[src/rtl/odd_multiple_bank_if.sv]
// Handshake bundle between the odd-multiple bank and its neighbours.
// master: bank producer side; slave: sample source / bank consumer side.
interface odd_multiple_bank_if #(
    parameter int DATA_W = 8,
    parameter int OUT_W  = 12
);
    logic signed [DATA_W-1:0] x_in;
    logic                     in_valid;
    logic                     in_ready;
    logic signed [OUT_W-1:0]  x1;
    logic signed [OUT_W-1:0]  x3;
    logic signed [OUT_W-1:0]  x5;
    logic signed [OUT_W-1:0]  x7;
    logic signed [OUT_W-1:0]  x9;
    logic signed [OUT_W-1:0]  x11;
    logic signed [OUT_W-1:0]  x13;
    logic signed [OUT_W-1:0]  x15;
    logic                     out_valid;
    logic                     out_ready;
    logic                     busy;

    modport master (
        input  x_in, in_valid, out_ready,
        output in_ready, out_valid, busy,
        output x1, x3, x5, x7, x9, x11, x13, x15
    );

    modport slave (
        output x_in, in_valid, out_ready,
        input  in_ready, out_valid, busy,
        input  x1, x3, x5, x7, x9, x11, x13, x15
    );
endinterface

[src/rtl/odd_multiple_bank.sv]
// Odd-multiple bank x1..x15 of one signed sample, one shared adder,
// double-buffered output that updates atomically on commit.
module odd_multiple_bank #(
    parameter int DATA_W = 8,
    parameter int OUT_W  = 12
) (
    input logic                 clk,
    input logic                 resetn,
    odd_multiple_bank_if.master bus
);

    typedef enum logic [1:0] {
        IDLE,
        CALC,
        COMMIT
    } state_t;

    state_t state;
    state_t state_nxt;

    logic [2:0] step;

    logic signed [OUT_W-1:0] w1, w3, w5, w7;
    logic signed [OUT_W-1:0] w9, w11, w13, w15;
    logic signed [OUT_W-1:0] b1, b3, b5, b7;
    logic signed [OUT_W-1:0] b9, b11, b13, b15;

    logic signed [OUT_W-1:0] op_a;
    logic signed [OUT_W-1:0] op_b;
    logic signed [OUT_W-1:0] sum;
    logic                    sub;

    logic out_vld;
    logic in_rdy;
    logic bsy;
    logic accept;
    logic free;
    logic commit;

    always_ff @(posedge clk or negedge resetn) begin
        if (!resetn) state <= IDLE;
        else         state <= state_nxt;
    end

    always_comb begin
        state_nxt = state;
        unique case (state)
            IDLE:    if (accept)        state_nxt = CALC;
            CALC:    if (step == 3'd6)  state_nxt = COMMIT;
            COMMIT:  if (free)          state_nxt = IDLE;
            default:                    state_nxt = IDLE;
        endcase
    end

    always_comb begin
        in_rdy = (state == IDLE);
        bsy    = (state == CALC) || (state == COMMIT);
    end

    assign accept = bus.in_valid & in_rdy;
    assign free   = ~out_vld | bus.out_ready;
    assign commit = (state == COMMIT) & free;

    // Every multiple derives from w1 except 11x and 13x, which reuse 9x.
    always_comb begin
        op_a = '0;
        op_b = w1;
        sub  = 1'b0;
        unique case (step)
            3'd0: op_a = w1 <<< 1;
            3'd1: op_a = w1 <<< 2;
            3'd2: begin op_a = w1 <<< 3; sub = 1'b1; end
            3'd3: op_a = w1 <<< 3;
            3'd4: begin op_a = w9; op_b = w1 <<< 1; end
            3'd5: begin op_a = w9; op_b = w1 <<< 2; end
            3'd6: begin op_a = w1 <<< 4; sub = 1'b1; end
            default: ;
        endcase
    end

    assign sum = sub ? (op_a - op_b) : (op_a + op_b);

    always_ff @(posedge clk or negedge resetn) begin
        if (!resetn) begin
            step <= '0;
            w1   <= '0;
            w3   <= '0;
            w5   <= '0;
            w7   <= '0;
            w9   <= '0;
            w11  <= '0;
            w13  <= '0;
            w15  <= '0;
        end else if (accept) begin
            step <= '0;
            w1   <= {{(OUT_W-DATA_W){bus.x_in[DATA_W-1]}}, bus.x_in};
        end else if (state == CALC) begin
            step <= step + 3'd1;
            unique case (step)
                3'd0: w3  <= sum;
                3'd1: w5  <= sum;
                3'd2: w7  <= sum;
                3'd3: w9  <= sum;
                3'd4: w11 <= sum;
                3'd5: w13 <= sum;
                3'd6: w15 <= sum;
                default: ;
            endcase
        end
    end

    // Output bank only moves on commit, so consumers never see a partial bank.
    always_ff @(posedge clk or negedge resetn) begin
        if (!resetn) begin
            out_vld <= 1'b0;
            b1      <= '0;
            b3      <= '0;
            b5      <= '0;
            b7      <= '0;
            b9      <= '0;
            b11     <= '0;
            b13     <= '0;
            b15     <= '0;
        end else if (commit) begin
            out_vld <= 1'b1;
            b1      <= w1;
            b3      <= w3;
            b5      <= w5;
            b7      <= w7;
            b9      <= w9;
            b11     <= w11;
            b13     <= w13;
            b15     <= w15;
        end else if (bus.out_ready) begin
            out_vld <= 1'b0;
        end
    end

    assign bus.in_ready  = in_rdy;
    assign bus.busy      = bsy;
    assign bus.out_valid = out_vld;
    assign bus.x1        = b1;
    assign bus.x3        = b3;
    assign bus.x5        = b5;
    assign bus.x7        = b7;
    assign bus.x9        = b9;
    assign bus.x11       = b11;
    assign bus.x13       = b13;
    assign bus.x15       = b15;

endmodule
[src/flat_wrapper.sv]
// flat-port wrapper written by rule: the top's interface ports become plain ports
module odd_multiple_bank_flat 
#(
    parameter int DATA_W = 8,
    parameter int OUT_W  = 12
)
  (clk, resetn, bus_x_in, bus_in_valid, bus_out_ready, bus_in_ready, bus_out_valid, bus_busy, bus_x1, bus_x3, bus_x5, bus_x7, bus_x9, bus_x11, bus_x13, bus_x15);
  odd_multiple_bank_if #(.DATA_W(DATA_W), .OUT_W(OUT_W)) bus_i ();
  input logic clk;
  input logic resetn;
  input wire logic [$bits(bus_i.x_in)-1:0] bus_x_in;
  input wire logic [$bits(bus_i.in_valid)-1:0] bus_in_valid;
  input wire logic [$bits(bus_i.out_ready)-1:0] bus_out_ready;
  output wire logic [$bits(bus_i.in_ready)-1:0] bus_in_ready;
  output wire logic [$bits(bus_i.out_valid)-1:0] bus_out_valid;
  output wire logic [$bits(bus_i.busy)-1:0] bus_busy;
  output wire logic [$bits(bus_i.x1)-1:0] bus_x1;
  output wire logic [$bits(bus_i.x3)-1:0] bus_x3;
  output wire logic [$bits(bus_i.x5)-1:0] bus_x5;
  output wire logic [$bits(bus_i.x7)-1:0] bus_x7;
  output wire logic [$bits(bus_i.x9)-1:0] bus_x9;
  output wire logic [$bits(bus_i.x11)-1:0] bus_x11;
  output wire logic [$bits(bus_i.x13)-1:0] bus_x13;
  output wire logic [$bits(bus_i.x15)-1:0] bus_x15;
  assign bus_i.x_in = bus_x_in;
  assign bus_i.in_valid = bus_in_valid;
  assign bus_i.out_ready = bus_out_ready;
  assign bus_in_ready = bus_i.in_ready;
  assign bus_out_valid = bus_i.out_valid;
  assign bus_busy = bus_i.busy;
  assign bus_x1 = bus_i.x1;
  assign bus_x3 = bus_i.x3;
  assign bus_x5 = bus_i.x5;
  assign bus_x7 = bus_i.x7;
  assign bus_x9 = bus_i.x9;
  assign bus_x11 = bus_i.x11;
  assign bus_x13 = bus_i.x13;
  assign bus_x15 = bus_i.x15;
  odd_multiple_bank #(.DATA_W(DATA_W), .OUT_W(OUT_W)) u_core (.clk(clk), .resetn(resetn), .bus(bus_i));
endmodule
[config.mk]
export PLATFORM = sky130hd
export DESIGN_NAME = odd_multiple_bank_flat
export DESIGN_NICKNAME = d
export VERILOG_FILES = /design/src/rtl/odd_multiple_bank_if.sv /design/src/rtl/odd_multiple_bank.sv /design/src/flat_wrapper.sv
export SDC_FILE = /design/constraint.sdc
export NUM_CORES = 1
export LEC_CHECK = 0
export BUFFER_PORTS_ARGS = -buffer_cell sky130_fd_sc_hd__buf_4
export CAP_MARGIN = 20
export CORE_UTILIZATION = 28
export DETAILED_ROUTE_END_ITERATION = 6
export PLACE_DENSITY = 0.45
export REMOVE_ABC_BUFFERS = 1
export SKIP_CTS_REPAIR_TIMING = 1
export SLEW_MARGIN = 15
export SYNTH_ARGS = -nofsm -noshare
export SYNTH_HDL_FRONTEND = slang
export SYNTH_SLANG_ARGS = --single-unit
[constraint.sdc]
create_clock -name clk -period 4.67 [get_ports clk]
set_input_delay 0.934 -clock clk [delete_from_list [all_inputs] [get_ports clk]]
set_output_delay 0.934 -clock clk [all_outputs]
set_load 0.02 [all_outputs]
Word-level counts from Yosys, hierarchy flattened. Index checks and enable logic that the tools add are counted. W data, S select, Z words.

Bitwise gates (word level): 5. Order comparisons: 0. Multiplexer cells: 12. Divide/modulo/power cells: 0. Multiply operators: 0. Add/subtract/negate cells: 3. Reductions and logical operators: 16. Eq/ne operators: 11. Shifts and indexed selects: 0.

Operators with widths (number): $pmux W12 S5 (1); $reduce_and A3 Y1 (8); $pmux W9 S2 (1); $add A12 B10 Y12 (1); $mux W12 (1); $sub A12 B10 Y12 (1); $eq A3 B3 Y1 const B (3); $eq A3 B2 Y1 const B (2); $mux W2 (3); $mux W3 (2); $pmux W2 S3 (1); $reduce_or A2 Y1 (3); $ne A2 B1 Y1 const B (2); $reduce_bool A2 Y1 (2); $add A3 B1 Y3 const B (1); $eq A3 B1 Y1 const B (1); $logic_not A3 Y1 (1); $mux W1 (3); $and A1 B1 Y1 (2); $eq A2 B1 Y1 const B (1); $eq A2 B2 Y1 const B (1); $logic_not A2 Y1 (1); $ne A2 B2 Y1 const B (1); $not A1 Y1 (2); other kinds (2) (2).

Word-level logic and storage cells: 66. Output and inout port bits: 99. Memories: 0. Bits of input ports: 12. Memory bits (writable): 0. Bits in latches: 0. Bits in registers: 190. Bits in read-only memories: 0.

Longest topological paths before layout.
Depth after elaboration: 5. Gate-level depth with buffers: 16. Gate-level depth less buffers: 16.

Worst setup path before layout. No wires, ideal clock.

Kind: reg-to-reg. Start: reg u_core.step[0]. End: reg u_core.w11[9]. Required time: 4.545 ns. Buffers on the path: 0. Setup time: 0.125 ns. Arrival: 3.368 ns. Setup slack: 1.177 ns. Period minus slack after synthesis: 3.493 ns. Cell stages (with the launch flop): 17. Cell sequence: dfrtp_1 > inv_1 > ha_1 > o21ai_2 > a32oi_1 > ha_1 > and2_1 > a21oi_1 > xor2_1 > ha_1 > or4_1 > o211ai_1 > a31oi_1 > o21ai_1 > nand2b_1 > xor2_1 > mux2_2.

Word-level cells in the longest chain between the ends: 5. Elaborated cells on any way between the ends: 17. Classes of those cells: add/sub (2); eq/ne (6); mux (4); reduce/logical (5).

Ends and longest elaborated chain: start: declaration (line odd_multiple_bank.sv:21) `logic [2:0] step;`; start signal: assignment (line odd_multiple_bank.sv:98) `step <= step + 3'd1;`; $eq A3 B3 Y1, or another cell as far along (line odd_multiple_bank.sv:69, odd_multiple_bank.sv:99); $reduce_or A2 Y1 (no line); $pmux W12 S5 (line odd_multiple_bank.sv:69) `unique case (step)`; $add A12 B10 Y12 / $sub A12 B10 Y12 (equally long branches) (line odd_multiple_bank.sv:81) `assign sum = sub ? (op_a - op_b) : (op_a + op_b);`; $mux W12 (line odd_multiple_bank.sv:81); end signal: assignment (line odd_multiple_bank.sv:104) `3'd4: w11 <= sum;`; end: declaration (line odd_multiple_bank.sv:24) `logic signed [OUT_W-1:0] w9, w11, w13, w15;`.

Parallel ways exist; a longest one is shown, timed or not. A chain may end at the register's enable or synchronous reset.

Worst setup path in the final report.
Start: reg u_core.step[0]. End: reg u_core.w15[9].

Word-level cells in the longest chain between the ends: 5. Elaborated cells on any way between the ends: 17. Classes of those cells: add/sub (2); eq/ne (6); mux (4); reduce/logical (5).

Ends and longest elaborated chain: $eq A3 B3 Y1 / $eq A3 B2 Y1 (equally long branches) (line odd_multiple_bank.sv:69); $reduce_or A2 Y1 (no line); $pmux W12 S5 (line odd_multiple_bank.sv:69); $add A12 B10 Y12 / $sub A12 B10 Y12 (equally long branches) (line odd_multiple_bank.sv:81); $mux W12 (line odd_multiple_bank.sv:81); end signal: assignment (line odd_multiple_bank.sv:106) `3'd6: w15 <= sum;`; end: declaration (line odd_multiple_bank.sv:24).

Parallel ways exist; a longest one is shown, timed or not.

==> impl_results.md <==
* Tmin final at roughly 4.2 ns
* Crit path buffers/inverters at 1
* Slew Viols, Final at 0
* Fmax achieved at approximately 240 MHz
* Setup TNS at 0 ns
* Critical path fanouts, max at 14
* Initial core utilization at about 29%
* CTS tree: built
* All-Layer GR Usage at a little over an eighth
* Synth warn at 0
* FP Rows at 62
* Nature of the critical path endpoint: flop
* Vias in the first global route at around 5300
* Startpoint Class: flop
* Max Cap Viol at 0
* Post-synthesis instance total at slightly below 700
* FFs w/ async S/R, synth at 100%
* Port Buffers at 110
* Cell type with the largest total area after synthesis: dfrtp_1
* Worst-margin pin slew at 1.15 ns
* Final nets at 820
* Synth Cell Area at a little over 8000 µm²
* Commonest non-fill, non-tap cell in the layout: dfrtp_1
* CTS clk-pin slew, worst paths at around 0.07 ns
* Gpl congestion at between 0.8 and 0.9
* CTS HTree Levels at 4
* Sequential-to-total area share from yosys stat at 57.3%
* Die height at 174 µm
* Hold WC Path Type: flop to flop
* I/O pin count at ~110
* Slowest stage cell on the critical path: or4_1
* Synth cell types at between 50 and 60
* Relative slew slack at 23.1%
* Largest delay contributor family on the critical path: adder cells
* Die area at between 30000 and 40000 µm²
* Vias at between 5000 and 6000
* Die X at around 170 µm
* Drt via density at approximately 4.6
* Remaining global-route overflow at 0
* Unrepaired setup endpoints after global routing: false
* Commonest non-fill, non-tap cells in the layout: dfrtp_1 (190), buf_4 (116), mux2_2 (113)
* Avg Inst Size Synth at 12.0 µm²
* # fillers at 2894
* TritonCTS buffer count at 17
* Clock Skews at around 0.017 ns
* Post-synth EDFFs at 0
* Top cell type's share of synthesized area at 57.3%
* Antenna violations before repair at 0
* Pin count of the biggest net entering global routing at 81
* Peak per-stage delay on the critical path at between 0.5 and 0.6 ns
* CP required at between 5 and 6 ns
* Layout cells sized above 1 at ~34%
* CTS Buffer Depth at 2
* CP arrival at approximately 4.5 ns
* Detailed Route WL at 19900 µm
* First-pass GRT wire length at 31500 µm
* Core Area at just under 30000 µm²
* Outcome: finished clean
* Clock Latency Late Sink at approximately 0.44 ns
* Post-DRT Antenna Nets at 0
* Post-DP HPWL at roughly 13000 µm
* Area delta synth->final at 21.7%
* Routed wire length per instance at 16.9 µm
* DR iter-0 viols at 312
* Area contributors post-synth: dfrtp_1 (57%), mux2_2 (15%), nand2_1 (4.3%), o21ai_0 (3.7%), ha_1 (3.2%)
* Ys flop type: dfrtp_1
* CTS root buf: clkbuf_16
* N_diodes at 0
* Clock sink count at between 150 and 200
* Post-route setup slack at ~0.49 ns
* CP cell instances: inv_1, ha_1, o21ai_2, a32oi_1, ha_1, and2_1, a21oi_1, xor2_1, ha_1, or4_1, o211ai_1, a31oi_1, o21ai_1, nand2b_1, xor2_1, mux2_2
* Final hold viol count at 0
* Crit Path Class: flop to flop
* First-pass DRT Iterations at 4
* CP most frequent cell: ha_1
* DRC Markers at 0
* Yosys reg bits at 190
* Place WS at between 0.5 and 0.6 ns
* Final Setup Violations at 0
* Crit share post-route at between 80% and 90%
## cell type report
class	instances	area, µm²	area share [%]
tap	384	480	4.76
multi-input combinational	445	3290	32.6
clock buffer	17	425	4.21
sequential	190	4750	47.1
clock inverter	15	178	1.76
timing repair buffer	119	925	9.16
inverter	13	48.8	0.483
## kinds of logic (layout without fill, tap and decap cells)
logic type | after synthesis | after routing | share of synthesized area (%)
AND/OR/NAND/NOR | 148 | 148 | 7.82
AO/OA/AOI/OAI | 140 | 140 | 10.4
buffers and inverters | 58 | 164 | 3.18
multiplexers | 116 | 116 | 15.7
XOR/XNOR | 19 | 19 | 2.19
adder cells (fa/ha/maj) | 22 | 22 | 3.41
flip-flops | 190 | 190 | 57.3
## stage by stage
step / instance area [µm²] / cells / util (%) / hold slack [ns]
final: 10100 / 1183 / 34.9 / 0.476
after global routing: 10100 / 1183 / 34.9 / 0.510
after CTS: 10100 / 1183 / 34.9 / 0.484
after detailed placement: 9500 / 1151 / 32.8 / 0.467
after global placement: 9500 / 1151 / 32.8 / 0.460
after floorplan: 8080 / 648 / - / 0.446
## metal layers
metal  up-vias  GRT usage [%]  wire length, µm
li1       2601              -                -
met1      2676           19.1             9950
met2        99           20.8             9060
met3        15           3.24              704
met4         0           3.47              221
met5         -              0                0
## synthesized netlist by cell type (5+ instances only)
library cell / count
mux2_2: 113
clkbuf_1: 30
a22oi_1: 18
nor2_1: 15
nand2_1: 96
a21oi_1: 11
xnor2_1: 6
dfrtp_1: 190
nor2b_1: 5
o21ai_0: 62
nand2b_1: 5
inv_1: 12
ha_1: 21
a22o_1: 6
xor2_1: 11
o21ai_1: 17
nand3_1: 8
## worst paths after layout
path | start | to | slack, ns | cells after the start
min in group asynchronous | resetn | u_core.bus.x3[8] | 0.50 | 1
min reg2reg | u_core.w7[5] | u_core.w7[5] | 0.48 | 2
max in group asynchronous | resetn | u_core.w9[2] | 3.14 | 2
min | u_core.w7[5] | u_core.w7[5] | 0.48 | 2
max | u_core.step[0] | u_core.w15[9] | 0.49 | 16
max reg2reg | u_core.step[0] | u_core.w15[9] | 0.49 | 16
## sequential cells by signal (all words and copies together) (netlist names)
signal,count
u_core.bus.x11,12
u_core.bus.x13,12
u_core.bus.x15,12
u_core.bus.x3,12
u_core.bus.x5,12
u_core.bus.x7,12
u_core.bus.x9,12
u_core.w11,12
u_core.w13,12
u_core.w15,12
u_core.w3,12
u_core.w5,12
u_core.w7,12
u_core.w9,12
u_core.bus.x1,8
u_core.w1,8
u_core.step,3
u_core.state,2
u_core.bus.out_valid,1
## worst min-delay path: cells and delay by family (launching register included)
kind,cells,cell delay [ns]
flip-flops,1,0.34
AO/OA/AOI/OAI,1,0.06
AND/OR/NAND/NOR,1,0.04
Power is left out: the tool's default activity adds up to more than one toggle a clock period on the data nets, which glitch-free logic cannot reach.
